**src/rtl/data_writeback_if.sv**
```systemverilog
// Execute-to-writeback bus: result input, data memory write port,
// fetch-side hazard probes and status flags.
interface data_writeback_if #(
    parameter int unsigned WORDSZ   = 32,
    parameter int unsigned RFSZLOG2 = 9
);
    logic                ex_valid;
    logic [RFSZLOG2-1:0] rn_ex;
    logic [WORDSZ-1:0]   res_ex;
    logic                halt_ex;

    logic                wen_dm;
    logic [RFSZLOG2-1:0] waddr_dm;
    logic [WORDSZ-1:0]   wdata_dm;
    logic                wack_dm;

    logic [RFSZLOG2-1:0] chk_addr_0;
    logic [RFSZLOG2-1:0] chk_addr_1;
    logic                chk_hit_0;
    logic                chk_hit_1;

    logic                buf_full;
    logic                ovf_err;
    logic                halt_done;

    // Execute / memory / fetch environment side
    modport master (
        output ex_valid, rn_ex, res_ex, halt_ex, wack_dm, chk_addr_0, chk_addr_1,
        input  wen_dm, waddr_dm, wdata_dm, chk_hit_0, chk_hit_1,
        input  buf_full, ovf_err, halt_done
    );

    // Writeback stage side
    modport slave (
        input  ex_valid, rn_ex, res_ex, halt_ex, wack_dm, chk_addr_0, chk_addr_1,
        output wen_dm, waddr_dm, wdata_dm, chk_hit_0, chk_hit_1,
        output buf_full, ovf_err, halt_done
    );
endinterface

```
**src/rtl/data_writeback.sv**
```systemverilog
// Writeback stage: in-order write buffer in front of the data memory write
// port, pending-write hazard probes for fetch, and halt drain sequencing.
module data_writeback #(
    parameter int unsigned WORDSZ   = 32,
    parameter int unsigned RFSZLOG2 = 9,
    parameter int unsigned DEPTH    = 4
) (
    input  logic             clk,
    input  logic             rst,
    data_writeback_if.slave  bus
);
    localparam int unsigned PTRW = $clog2(DEPTH);
    localparam int unsigned CNTW = PTRW + 1;

    typedef enum logic [1:0] {
        RUN   = 2'd0,
        DRAIN = 2'd1,
        DONE  = 2'd2
    } state_e;

    state_e              state_q, state_d;
    logic [RFSZLOG2-1:0] addr_q [DEPTH];
    logic [WORDSZ-1:0]   data_q [DEPTH];
    logic [DEPTH-1:0]    vld_q;
    logic [PTRW-1:0]     rd_ptr_q, wr_ptr_q;
    logic [CNTW-1:0]     count_q, count_d;
    logic                wen_q, full_q, ovf_q, done_q;
    logic                ovf_d;
    logic                enq_req, enq, deq;
    logic                hit_0, hit_1;

    // Enqueue/dequeue decisions, occupancy and halt sequencing for the next edge
    always_comb begin
        deq     = wen_q & bus.wack_dm;
        enq_req = bus.ex_valid && (bus.rn_ex != '0) && (state_q == RUN) && !bus.halt_ex;
        enq     = enq_req && (!full_q || deq);
        ovf_d   = ovf_q | (enq_req & full_q & ~deq);
        count_d = count_q + CNTW'(enq) - CNTW'(deq);
        state_d = state_q;
        case (state_q)
            RUN:     if (bus.halt_ex) state_d = DRAIN;
            DRAIN:   if ((count_q == '0) || ((count_q == CNTW'(1)) && deq)) state_d = DONE;
            DONE:    state_d = DONE;
            default: state_d = RUN;
        endcase
    end

    // Pending-write probes: occupied entries plus the result arriving this cycle
    always_comb begin
        hit_0 = bus.ex_valid && (bus.rn_ex == bus.chk_addr_0);
        hit_1 = bus.ex_valid && (bus.rn_ex == bus.chk_addr_1);
        for (int i = 0; i < DEPTH; i++) begin
            if (vld_q[i] && (addr_q[i] == bus.chk_addr_0)) hit_0 = 1'b1;
            if (vld_q[i] && (addr_q[i] == bus.chk_addr_1)) hit_1 = 1'b1;
        end
        hit_0 = hit_0 && (bus.chk_addr_0 != '0);
        hit_1 = hit_1 && (bus.chk_addr_1 != '0);
    end

    // Buffer storage, pointers, halt FSM and registered status outputs
    always_ff @(posedge clk or posedge rst) begin
        if (rst) begin
            for (int i = 0; i < DEPTH; i++) begin
                addr_q[i] <= '0;
                data_q[i] <= '0;
            end
            vld_q    <= '0;
            rd_ptr_q <= '0;
            wr_ptr_q <= '0;
            count_q  <= '0;
            state_q  <= RUN;
            wen_q    <= 1'b0;
            full_q   <= 1'b0;
            ovf_q    <= 1'b0;
            done_q   <= 1'b0;
        end else begin
            // Clear before set so a full-buffer pass-through keeps the slot valid
            if (deq) begin
                vld_q[rd_ptr_q] <= 1'b0;
                rd_ptr_q        <= rd_ptr_q + PTRW'(1);
            end
            if (enq) begin
                addr_q[wr_ptr_q] <= bus.rn_ex;
                data_q[wr_ptr_q] <= bus.res_ex;
                vld_q[wr_ptr_q]  <= 1'b1;
                wr_ptr_q         <= wr_ptr_q + PTRW'(1);
            end
            count_q <= count_d;
            state_q <= state_d;
            wen_q   <= (count_d != '0);
            full_q  <= (count_d == CNTW'(DEPTH));
            ovf_q   <= ovf_d;
            done_q  <= (state_d == DONE);
        end
    end

    assign bus.wen_dm    = wen_q;
    assign bus.waddr_dm  = addr_q[rd_ptr_q];
    assign bus.wdata_dm  = data_q[rd_ptr_q];
    assign bus.buf_full  = full_q;
    assign bus.ovf_err   = ovf_q;
    assign bus.halt_done = done_q;
    assign bus.chk_hit_0 = hit_0;
    assign bus.chk_hit_1 = hit_1;
endmodule

```
**src/flat_wrapper.sv**
```systemverilog
// flat-port wrapper written by rule: the top's interface ports become plain ports
module data_writeback_flat 
#(
    parameter int unsigned WORDSZ   = 32,
    parameter int unsigned RFSZLOG2 = 9,
    parameter int unsigned DEPTH    = 4
)
  (clk, rst, bus_ex_valid, bus_rn_ex, bus_res_ex, bus_halt_ex, bus_wack_dm, bus_chk_addr_0, bus_chk_addr_1, bus_wen_dm, bus_waddr_dm, bus_wdata_dm, bus_chk_hit_0, bus_chk_hit_1, bus_buf_full, bus_ovf_err, bus_halt_done);
  data_writeback_if #(.WORDSZ(WORDSZ), .RFSZLOG2(RFSZLOG2)) bus_i ();
  input  logic clk;
  input  logic rst;
  input wire logic [$bits(bus_i.ex_valid)-1:0] bus_ex_valid;
  input wire logic [$bits(bus_i.rn_ex)-1:0] bus_rn_ex;
  input wire logic [$bits(bus_i.res_ex)-1:0] bus_res_ex;
  input wire logic [$bits(bus_i.halt_ex)-1:0] bus_halt_ex;
  input wire logic [$bits(bus_i.wack_dm)-1:0] bus_wack_dm;
  input wire logic [$bits(bus_i.chk_addr_0)-1:0] bus_chk_addr_0;
  input wire logic [$bits(bus_i.chk_addr_1)-1:0] bus_chk_addr_1;
  output wire logic [$bits(bus_i.wen_dm)-1:0] bus_wen_dm;
  output wire logic [$bits(bus_i.waddr_dm)-1:0] bus_waddr_dm;
  output wire logic [$bits(bus_i.wdata_dm)-1:0] bus_wdata_dm;
  output wire logic [$bits(bus_i.chk_hit_0)-1:0] bus_chk_hit_0;
  output wire logic [$bits(bus_i.chk_hit_1)-1:0] bus_chk_hit_1;
  output wire logic [$bits(bus_i.buf_full)-1:0] bus_buf_full;
  output wire logic [$bits(bus_i.ovf_err)-1:0] bus_ovf_err;
  output wire logic [$bits(bus_i.halt_done)-1:0] bus_halt_done;
  assign bus_i.ex_valid = bus_ex_valid;
  assign bus_i.rn_ex = bus_rn_ex;
  assign bus_i.res_ex = bus_res_ex;
  assign bus_i.halt_ex = bus_halt_ex;
  assign bus_i.wack_dm = bus_wack_dm;
  assign bus_i.chk_addr_0 = bus_chk_addr_0;
  assign bus_i.chk_addr_1 = bus_chk_addr_1;
  assign bus_wen_dm = bus_i.wen_dm;
  assign bus_waddr_dm = bus_i.waddr_dm;
  assign bus_wdata_dm = bus_i.wdata_dm;
  assign bus_chk_hit_0 = bus_i.chk_hit_0;
  assign bus_chk_hit_1 = bus_i.chk_hit_1;
  assign bus_buf_full = bus_i.buf_full;
  assign bus_ovf_err = bus_i.ovf_err;
  assign bus_halt_done = bus_i.halt_done;
  data_writeback #(.WORDSZ(WORDSZ), .RFSZLOG2(RFSZLOG2), .DEPTH(DEPTH)) u_core (.clk(clk), .rst(rst), .bus(bus_i));
endmodule
```
**config.mk**
```make
export PLATFORM = sky130hd
export DESIGN_NAME = data_writeback_flat
export DESIGN_NICKNAME = d
export VERILOG_FILES = /design/src/rtl/data_writeback_if.sv /design/src/rtl/data_writeback.sv /design/src/flat_wrapper.sv
export SDC_FILE = /design/constraint.sdc
export NUM_CORES = 1
export LEC_CHECK = 0
export BUFFER_PORTS_ARGS = -buffer_cell sky130_fd_sc_hd__buf_2
export CAP_MARGIN = 25
export CORE_MARGIN = 4
export CORE_UTILIZATION = 53
export DETAILED_ROUTE_END_ITERATION = 10
export PLACE_DENSITY = 0.77
export SYNTH_ARGS = -nofsm -noshare
export SYNTH_HDL_FRONTEND = slang
export SYNTH_SLANG_ARGS = --single-unit
```
**constraint.sdc**
```tcl
create_clock -name clk -period 7.3 [get_ports clk]
set_input_delay 2.19 -clock clk [delete_from_list [all_inputs] [get_ports clk]]
set_output_delay 2.19 -clock clk [all_outputs]
set_load 0.01 [all_outputs]
```
Word-level counts from Yosys, hierarchy flattened
Cells that the tools add are included.
{"block": "word_totals", "out_inout_bits": 47, "elab_cells": 112, "input_bits": 64, "ff_bits": 181}
{"block": "classes", "eq_ne": 15, "bitwise": 10, "addsub": 4, "mux": 29, "magnitude_cmp": 7, "n_reduce_logical": 30}
{"cell": "bitwise mux 128 bit", "count": 1}
{"cell": "2-to-1 mux 32 bit", "count": 3}
{"cell": "== test 9 bit", "count": 10}
{"cell": "binary-select mux 32 bit (select 2 bit)", "count": 1}
{"cell": "demux 32 bit (select 2 bit)", "count": 1}
{"cell": "bitwise mux 36 bit", "count": 1}
{"cell": "2-to-1 mux 9 bit", "count": 3}
{"cell": "nonzero test 9 bit", "count": 3}
{"cell": "logical AND 1 bit", "count": 20}
{"cell": "binary-select mux 9 bit (select 2 bit)", "count": 1}
{"cell": "demux 9 bit (select 2 bit)", "count": 1}
{"cell": "2-to-1 mux 1 bit", "count": 10}
{"cell": "2-to-1 mux 4 bit", "count": 2}
{"cell": "greater-or-equal comparator 3 bit, second input constant", "count": 2}
{"cell": "less-than comparator 2 x 3 -> 1 bit, second input constant", "count": 2}
{"cell": "inverter 2 -> 3 bit", "count": 2}
{"cell": "case mux 2 bit (3 select lines)", "count": 1}
{"cell": "adder 2 x 1 -> 2 bit, second input constant", "count": 2}
{"cell": "bitwise AND 4 bit", "count": 1}
{"cell": "demux 1 bit (select 2 bit)", "count": 2}
{"cell": "== test 2 bit, second input constant", "count": 2}
{"cell": "greater-or-equal comparator 2 x 1 -> 1 bit, second input constant", "count": 2}
{"cell": "2-to-1 mux 2 bit", "count": 2}
{"cell": "inverter 4 bit", "count": 1}
{"cell": "other kinds (15)", "count": 19}

Longest topological paths before layout
Gate-level depths: netlist (run 1).
{"block": "depth", "word_depth": 9, "depth_mapped": 12, "depth_no_buf": 11}

Worst setup path before layout (run 1)
Ideal clock, no wire load.
{"block": "synth_path", "path_type": "input-to-output", "from": "input port bus_chk_addr_1[7]", "to": "output port bus_chk_hit_1", "setup_slack_ns": 1.806, "t_arrival_ns": 3.304, "path_stages": 6, "cell_sequence": "clkbuf_1 -> xor2_1 -> nor4_1 -> nand4_1 -> and3_1 -> a31oi_1"}
{"block": "synth_between", "elab_chain_cells": 7, "elab_cells_between_ends": 16}
{"element": "start, declared", "line_no": "flat_wrapper.sv:18", "rtl": "input wire logic [$bits(bus_i.chk_addr_1)-1:0] bus_chk_addr_1;"}
{"element": "== test 9 bit (on tied branches)", "line_no": "data_writeback.sv:51, data_writeback.sv:54"}
{"element": "logical AND 1 bit (on tied branches)", "line_no": "data_writeback.sv:51, data_writeback.sv:54"}
{"element": "2-to-1 mux 1 bit (4 in series)", "line_no": "data_writeback.sv:54", "rtl": "if (vld_q[i] && (addr_q[i] == bus.chk_addr_1)) hit_1 = 1'b1;"}
{"element": "logical AND 1 bit (*)", "line_no": "data_writeback.sv:57", "rtl": "hit_1 = hit_1 && (bus.chk_addr_1 != '0);"}
{"element": "end, declared", "line_no": "flat_wrapper.sv:23", "rtl": "output wire logic [$bits(bus_i.chk_hit_1)-1:0] bus_chk_hit_1;"}
Mark *: on every way between the ends. The rest lies on a longest branch, timed or not.

Worst setup path after layout (run 1)
{"block": "layout_path", "from": "input port bus_rn_ex[3]", "to": "output port bus_chk_hit_1"}
{"block": "layout_between", "elab_chain_cells": 7}
{"element": "start, declared", "line_no": "flat_wrapper.sv:13", "rtl": "input wire logic [$bits(bus_i.rn_ex)-1:0] bus_rn_ex;"}
{"element": "== test 9 bit", "line_no": "data_writeback.sv:51", "rtl": "hit_1 = bus.ex_valid && (bus.rn_ex == bus.chk_addr_1);"}
{"element": "logical AND 1 bit", "line_no": "data_writeback.sv:51"}
{"element": "2-to-1 mux 1 bit (4 in series)", "line_no": "data_writeback.sv:54"}
{"element": "logical AND 1 bit", "line_no": "data_writeback.sv:57"}
Every way passes these cells.

==> results of run 1 <==
-- critical path, delay by kind of cell --
family / cells / cell delay (ns)
xor+xnor: 1 / 0.21
buf+inv: 2 / 0.35
compound gates: 1 / 0.23
simple gates: 3 / 0.91
-- cells by family after synthesis --
| family | count (synthesis) | share of synthesized area |
|---|---|---|
| xor gates and xnor gates | 94 | 0.0849 |
| adders and majority gates | 11 | 0.0150 |
| buffers and inverters | 65 | 0.0386 |
| AOI/OAI and AO/OA | 9 | 0.00658 |
| DFF | 181 | 0.467 |
| and+or+nand+nor | 67 | 0.0400 |
| muxes | 207 | 0.348 |
-- cell usage after synthesis --
master	count
sky130_fd_sc_hd__fa_1	1
sky130_fd_sc_hd__nor2b_1	1
sky130_fd_sc_hd__inv_1	10
sky130_fd_sc_hd__a31oi_1	3
sky130_fd_sc_hd__a21boi_2	1
sky130_fd_sc_hd__clkinv_1	1
sky130_fd_sc_hd__nand2_1	17
sky130_fd_sc_hd__clkbuf_1	26
sky130_fd_sc_hd__xnor2_1	13
sky130_fd_sc_hd__or3_1	1
sky130_fd_sc_hd__dfrtp_1	181
sky130_fd_sc_hd__nand4_1	10
sky130_fd_sc_hd__and3_1	2
sky130_fd_sc_hd__nor2_1	4
sky130_fd_sc_hd__mux4_2	41
sky130_fd_sc_hd__buf_1	9
sky130_fd_sc_hd__mux2_4	156
sky130_fd_sc_hd__o21ai_0	2
sky130_fd_sc_hd__nor3_1	2
sky130_fd_sc_hd__nor4_1	25
sky130_fd_sc_hd__a211oi_1	2
sky130_fd_sc_hd__xor2_1	81
sky130_fd_sc_hd__mux2_2	10
sky130_fd_sc_hd__clkbuf_2	2
sky130_fd_sc_hd__or4b_1	1
sky130_fd_sc_hd__a31o_2	1
sky130_fd_sc_hd__ha_1	10
sky130_fd_sc_hd__buf_6	17
sky130_fd_sc_hd__nand2_4	4
-- worst paths after layout --
path	from	endpoint	slack (ns)	depth (start not counted)
hold reg to reg	u_core.bus.ovf_err	u_core.bus.ovf_err	0.49	1
max in group asynchronous	rst	u_core.data_q[43]	4.11	4
min in group asynchronous	rst	u_core.data_q[105]	1.72	2
setup reg to reg	u_core.state_q[0]	u_core.bus.wen_dm	3.88	10
hold / removal	u_core.bus.ovf_err	u_core.bus.ovf_err	0.49	1
setup / recovery	bus_rn_ex[3]	bus_chk_hit_1	1.22	7
-- routing by layer --
layer / up-vias / wire length, µm / global-route usage
met1: 2894 / 9840 / 0.308
li1: 2422 / - / -
met3: 23 / 960 / 0.0449
met5: - / 13 / 0
met4: 2 / 246 / 0.0515
met2: 119 / 11200 / 0.376
-- through the flow --
stage | util | hold WS (ns) | instances | instance area (µm²) | power, mW
final | 0.607 | 0.495 | 956 | 10900 | 4.92
after global routing | 0.607 | 0.518 | 956 | 10900 | 5.19
after CTS | 0.605 | 0.495 | 955 | 10900 | 4.96
after detailed placement | 0.571 | 0.480 | 923 | 10300 | 3.98
after global placement | 0.570 | 0.449 | 922 | 10200 | 3.88
after floorplan | - | 0.455 | 634 | 9700 | 3.35
-- cell type report --
cell class	instances	area (µm²)	area share
Inverter	11	46.3	0.00425
Timing Repair Buffer	115	621	0.0570
Multi-Input combinational cell	388	4800	0.440
Clock inverter	13	170	0.0156
Sequential cell	181	4530	0.416
Clock buffer	19	443	0.0406
Tap cell	229	287	0.0263
-- flip-flops by register name, summed over array words and instances (netlist names) --
register / count
u_core.data_q: 128
u_core.bus.ovf_err: 1
u_core.state_q: 2
u_core.vld_q: 4
u_core.bus.wen_dm: 1
u_core.count_q: 3
u_core.bus.halt_done: 1
u_core.addr_q: 36
u_core.wr_ptr_q: 2
u_core.bus.buf_full: 1
u_core.rd_ptr_q: 2
-- power by group through the flow --
stage | combinational, mW | sequential [mW] | clock, mW
2_1_floorplan | 1.60 | 1.75 | 0
3_3_place_gp | 1.96 | 1.92 | 0
3_5_place_dp | 2.04 | 1.94 | 0
4_1_cts | 2.06 | 1.93 | 0.976
5_1_grt | 2.17 | 1.99 | 1.02
6_report | 2.03 | 1.93 | 0.956
==> results.txt, run 1 <==
Once detail routing completed, the nets flagged for antenna violations numbered 0. The peak supply drop is 0.000310 V. After the first detailed-routing iteration, the DRC count stood at 351. The antenna diode instance count is 0. The unique cell type count in the Yosys netlist is 29. From bottom edge to top edge, the die measures 143 µm. The sort of element at the end of the critical path is an output pin. The routability congestion estimate from global placement is 0.941. The first-pass GRT wire length came out at 35.0 mm. The post-CTS clock slew at the launch and capture registers of the worst setup and hold paths is 0.06 ns. The final routed wire length divided by cell count came out at 23.3 µm. Along the worst path, the maximum fanout reaches 7. The top cell type by total area after synthesis is sky130_fd_sc_hd__dfrtp_1.

Traced cell by cell, the critical path runs through buf_2, xor2_1, nor4_1, nand4_1, and3_1, a31oi_1, buf_2. The sequential-to-total area share from yosys stat came out at 0.467. STA classifies the critical path startpoint as a primary input. The full die area is 0.0205 mm².

The number of buffers created by CTS is 17. The number of antenna violations at the first check in global routing came out at 1. The cell-internal power came out at 3.30 mW. The Yosys step of the flow raised 0 warnings.

The routed layout has 5460 vias. The global-route usage over all layers is 0.225. Counting along the longest clock path gives a buffer depth of 2. The root buffer cell chosen for the clock tree is sky130_fd_sc_hd__clkbuf_16. The count of endpoints failing hold in the final timing report came out at 0. The via count normalized by instance count came out at 5.71.

The fraction of the cycle the final worst path needs is 0.834. The area of the placeable core came out at 0.0180 mm². The net switching power is 1.62 mW. The largest clock skew in the final design is 0.00927 ns. Buffers inserted to repair hold after CTS numbered 0. On the worst path, the slowest cell contributes a delay of 0.46 ns. For this design, the slowest cell found on the critical path is sky130_fd_sc_hd__nor4_1. The net count after synthesis is 709. The layout overhead on the synthesized area is 12.3%.

The arrival time of the worst setup path is 3.89 ns. Measured along the x axis, the die boundary spans 143 µm. The synthesized netlist cell count is 634.

Sorting the synthesized cells by area gives the leading types as sky130_fd_sc_hd__dfrtp_1 47%, sky130_fd_sc_hd__mux2_4 24%, sky130_fd_sc_hd__mux4_2 9.5%. The worst path meets setup with 1.22 ns of slack. The net count of the finished layout is 789.

The number of port buffers came out at 110. In this run the post-CTS setup repair buffer count came out at 0. The run finished with clean final reports. In this run the power density over the cells is 452 mW/mm². Detailed placement ended at an HPWL of 14.9 mm. Counting stages on the worst path, the most repeated cell is sky130_fd_sc_hd__buf_2. The total count of max-transition violations in the final report came out at 0.

Leaving out fill and tap cells, the most frequent cell in the layout is sky130_fd_sc_hd__dfrtp_1. The slew at the pin with the worst max-slew slack came out at 0.977 ns. The H-tree was split into 4 levels. The worst pin sits at a relative slew slack of 0.348. The switching portion of total power came out at 0.329. The via count of the first global-routing pass came out at 6029. The static leakage is 5.58 nW. The number of design rule violations left after detail routing came out at 0. The layout filler cell count is 1373. Summed over all failing endpoints, the final setup total negative slack is 0 ns.

The tool flagged a number of max-cap violations equal to 0. For the finished layout, the period the worst path requires is 6.08 ns. In the final layout, the share of cells above drive strength 1 is 0.498. TritonCTS built the clock tree. The clock latency at the later pin of the worst-skew pair is 0.43 ns. Of the total power, registers draw 0.393.

Setup violations remaining at the end of the flow were counted as 0. The number of top-level design ports is 111. The classification of the worst setup path is in2out.

The placement row count came out at 49. The number of synthesized register bits is 181. The post-cts resize count is 0.

The post-detailed-routing wire length is 22.3 mm. The peak clock frequency supported by timing is 0.164 GHz. The share of total power dissipated in the clock network is 0.194. The combinational fraction of design power came out at 0.413. The area share of the largest cell type after synthesis came out at 0.467. The number of clock sinks seen by CTS came out at 181.

Setup repair after global routing left no endpoint under its margin. The largest net degree at the start of global routing is 123. The worst hold path belongs to the class reg2reg.

The worst path required time is 5.11 ns. The worst slack at placement came out at 1.28 ns. The global-route congestion overflow total is 0. The area of the mapped netlist is 0.00970 mm². The detailed-router iteration count before antenna repair is 4. The starting density of the core is 0.540. The average cell area after synthesis came out at 15.3 µm².

The library cells used most frequently in the layout, excluding fill and tap cells, are 179 x sky130_fd_sc_hd__dfrtp_1, 156 x sky130_fd_sc_hd__mux2_4, 110 x sky130_fd_sc_hd__buf_2, 81 x sky130_fd_sc_hd__xor2_1, 41 x sky130_fd_sc_hd__mux4_2.
(Power assumes the default switching activity.)
==> run 2: changes to the inputs <==
clock period = 5.1 ns   (was 7.3 ns; I/O delays follow)
==> run 2 against run 1 <==
Flip-flop and latch count unchanged. Worst hold slack worse by 0.0091 ns. Combinational power up 43%. Routed wire length up 2.2%. Register-to-register slack worse by 2.2 ns. Cell count up 1.0%. Clock skew up 0.0018 ns. Sequential share of layout area down 0.18 points. Sequential power up 44%.
==> results.txt, run 2 (synthesis results as in run 1) <==
The number of setup violations in the final report came out at 0 (unchanged). The largest net degree at the start of global routing came to 182 (+48%). The number of design rule violations left after detail routing came out at 0 (unchanged). The placed wire-length estimate came out at 15.7 mm (+5.5%).

The largest clock skew in the final design came to 0.0111 ns (+0.00184 ns). The run finished with clean final reports. The detailed-router iteration count before antenna repair is 6 (+2). The post-detailed-routing wire length came out at 22.7 mm (+2.2%). The starting density of the core is 0.540 (unchanged). The number of buffers created by CTS is 17 (unchanged). The peak supply drop came out at 0.000408 V (+32%).

The worst setup path is captured at an output pin. The total number of vias came out at 5572 (+2.1%). The post-CTS clock slew at the launch and capture registers of the worst setup and hold paths came out at 0.06 ns (about the same).

The post-detailed-placement cell area came out at 0.0104 mm² (+1.3%). The placement row count came out at 49 (unchanged). The post-CTS setup buffer count came out at 0 (unchanged). In the finished design, the share of the clock period the worst path needs comes to 0.883. The top fanout value on the critical path was 6 (-1). The chip height is 143 µm (unchanged).

The via count of the first global-routing pass came out at 6230 (+3.3%). The slew at the pin with the worst max-slew slack is 0.956 ns (-0.0208 ns). The number of H-tree branching levels was 4 (unchanged). The worst path in the final design needs a cycle of 4.50 ns, including I/O delays and setup.

The global-route congestion overflow total is 0 (unchanged). The static leakage is 5.61 nW (+0.49%). The worst hold slack came to 0.486 ns (-0.00908 ns). The clock latency at the later pin of the worst-skew pair is 0.43 ns (about the same). The total chip power came out at 6.96 mW (+41%). The library cell used most frequently in the layout, excluding fill and tap cells, is sky130_fd_sc_hd__dfrtp_1. The final setup slack of the worst path came out at 0.598 ns (-0.617 ns). The startpoint type of the worst setup path is a primary input. The power density over the cells came out at 636 mW/mm² (+41%). The number of hold-repair buffers added at the cts stage is 0 (unchanged).

The first-pass GRT wire length came out at 36.3 mm (+3.6%). The post-cts resize count was 0 (unchanged). The sum of negative setup slack came out at 0 ns (unchanged). Counting flops per register, the top entry is u_core.data_q. The full die area came out at 0.0205 mm² (unchanged). The fraction of final layout cells with drive strength greater than 1 came out at 0.503 (+0.00546). The largest buffer count on any clock path came out at 2 (unchanged). The global-route usage over all layers came out at 0.230 (+0.00551). The count of endpoints failing hold in the final timing report came to 0 (unchanged). The largest registers in the layout are u_core.data_q (128), u_core.addr_q (36), u_core.vld_q (4).

The summed area of non-filler cells in the final layout came to 0.0109 mm² (+0.44%). The worst slack at placement came to 0.493 ns (-0.788 ns). The count of non-filler cells in the finished layout is 966 (+1.0%). The number of cells in the design after placement came out at 934 (+1.2%).

In the layout the commonest cells are 179 x sky130_fd_sc_hd__dfrtp_1, 156 x sky130_fd_sc_hd__mux2_4, 110 x sky130_fd_sc_hd__buf_2, 81 x sky130_fd_sc_hd__xor2_1, 41 x sky130_fd_sc_hd__mux4_2. The arrival time of the worst setup path is 2.97 ns (-0.92 ns). The area of the placeable core came out at 0.0180 mm² (unchanged).

The classification of the worst setup path is in2out. The layout overhead on the synthesized area came out at 12.8%. The number of port buffers came to 110 (unchanged). Setup repair after global routing left no endpoint under its margin.

The antenna diode instance count is 0 (unchanged). The worst path required time is 3.57 ns (-1.54 ns). The total count of max-transition violations in the final report came to 0 (unchanged). The number of maximum-capacitance violations is 0 (unchanged). The number of top-level design ports was 111 (unchanged).

The via count normalized by instance count came out at 5.77 (+0.99%). The routability congestion estimate from global placement came out at 0.955 (+1.4%). The TritonCTS clock tree is built. The count of nets after finishing is 799 (+1.3%). The final cell utilization of the core is 0.609 (+0.00265). The peak clock frequency supported by timing is 0.222 GHz. The flip-flop count of the largest register, all copies and words added came out at 128 (unchanged). The DRC marker count from the first detailed-route iteration came to 206 (-41%).

The final routed wire length divided by cell count is 23.5 µm (+1.1%). The width of the die came out at 143 µm (unchanged). The number of clock sinks seen by CTS is 181 (unchanged). The tightest slew margin relative to the limit is 0.363 (+0.0145). The tightest min-delay check is of the reg2reg type.

The number of antenna violations at the first check in global routing is 0 (-1). The tree is rooted in a sky130_fd_sc_hd__clkbuf_16. The remaining antenna violation count after routing is 0 (unchanged).
[run 2: cell count changes in the layout (fill, tap and decap cells not counted)]
cell	change
sky130_fd_sc_hd__clkinvlp_4	+1
sky130_fd_sc_hd__clkbuf_1	+1
sky130_fd_sc_hd__clkbuf_8	-1
sky130_fd_sc_hd__buf_16	-1
sky130_fd_sc_hd__bufinv_16	-2
sky130_fd_sc_hd__clkinv_2	+1
sky130_fd_sc_hd__inv_6	-1
sky130_fd_sc_hd__clkinv_4	+1
sky130_fd_sc_hd__buf_12	+4
sky130_fd_sc_hd__buf_4	+7
[run 2: worst max-delay path, cell delays in order]
cell                      delay (ns)
sky130_fd_sc_hd__buf_2          0.18
sky130_fd_sc_hd__xor2_1         0.17
sky130_fd_sc_hd__nor4_1         0.41
sky130_fd_sc_hd__nand4_1        0.20
sky130_fd_sc_hd__and3_1         0.22
sky130_fd_sc_hd__a31oi_1        0.12
sky130_fd_sc_hd__buf_2          0.15
[run 2: final timing paths]
path | startpoint | to | slack (ns) | depth (start not counted)
setup / recovery | bus_chk_addr_1[1] | bus_chk_hit_1 | 0.60 | 7
hold / removal | u_core.bus.ovf_err | u_core.bus.ovf_err | 0.49 | 1
setup reg to reg | u_core.state_q[0] | u_core.bus.wen_dm | 1.66 | 10
hold reg to reg | u_core.bus.ovf_err | u_core.bus.ovf_err | 0.49 | 1
max in group asynchronous | rst | u_core.rd_ptr_q[1] | 2.99 | 3
min in group asynchronous | rst | u_core.data_q[96] | 1.37 | 3
[run 2: where the power goes]
group	switching (mW)	total, mW	internal (mW)
Sequential	0.653	2.78	2.13
Combinational	1.10	2.91	1.81
Clock	0.584	1.26	0.681
Total	2.34	6.96	4.62
[run 2: layout make-up]
cell class | instances | area, µm²
fill | 1381 | 7020
multi-input combinational | 388 | 4800
sequential | 181 | 4530
timing repair buffer | 125 | 726
clock buffer | 19 | 433
tap | 229 | 287
clock inverter | 13 | 124
inverter | 11 | 45.0
[run 2: layer usage]
| layer | GRT usage | vias up | part of all wire |
|---|---|---|---|
| met4 | 0.0674 | 0 | 0.018 |
| li1 | - | 2441 | - |
| met5 | 0 | - | 0 |
| met3 | 0.0399 | 28 | 0.037 |
| met1 | 0.314 | 2967 | 0.44 |
| met2 | 0.384 | 136 | 0.50 |
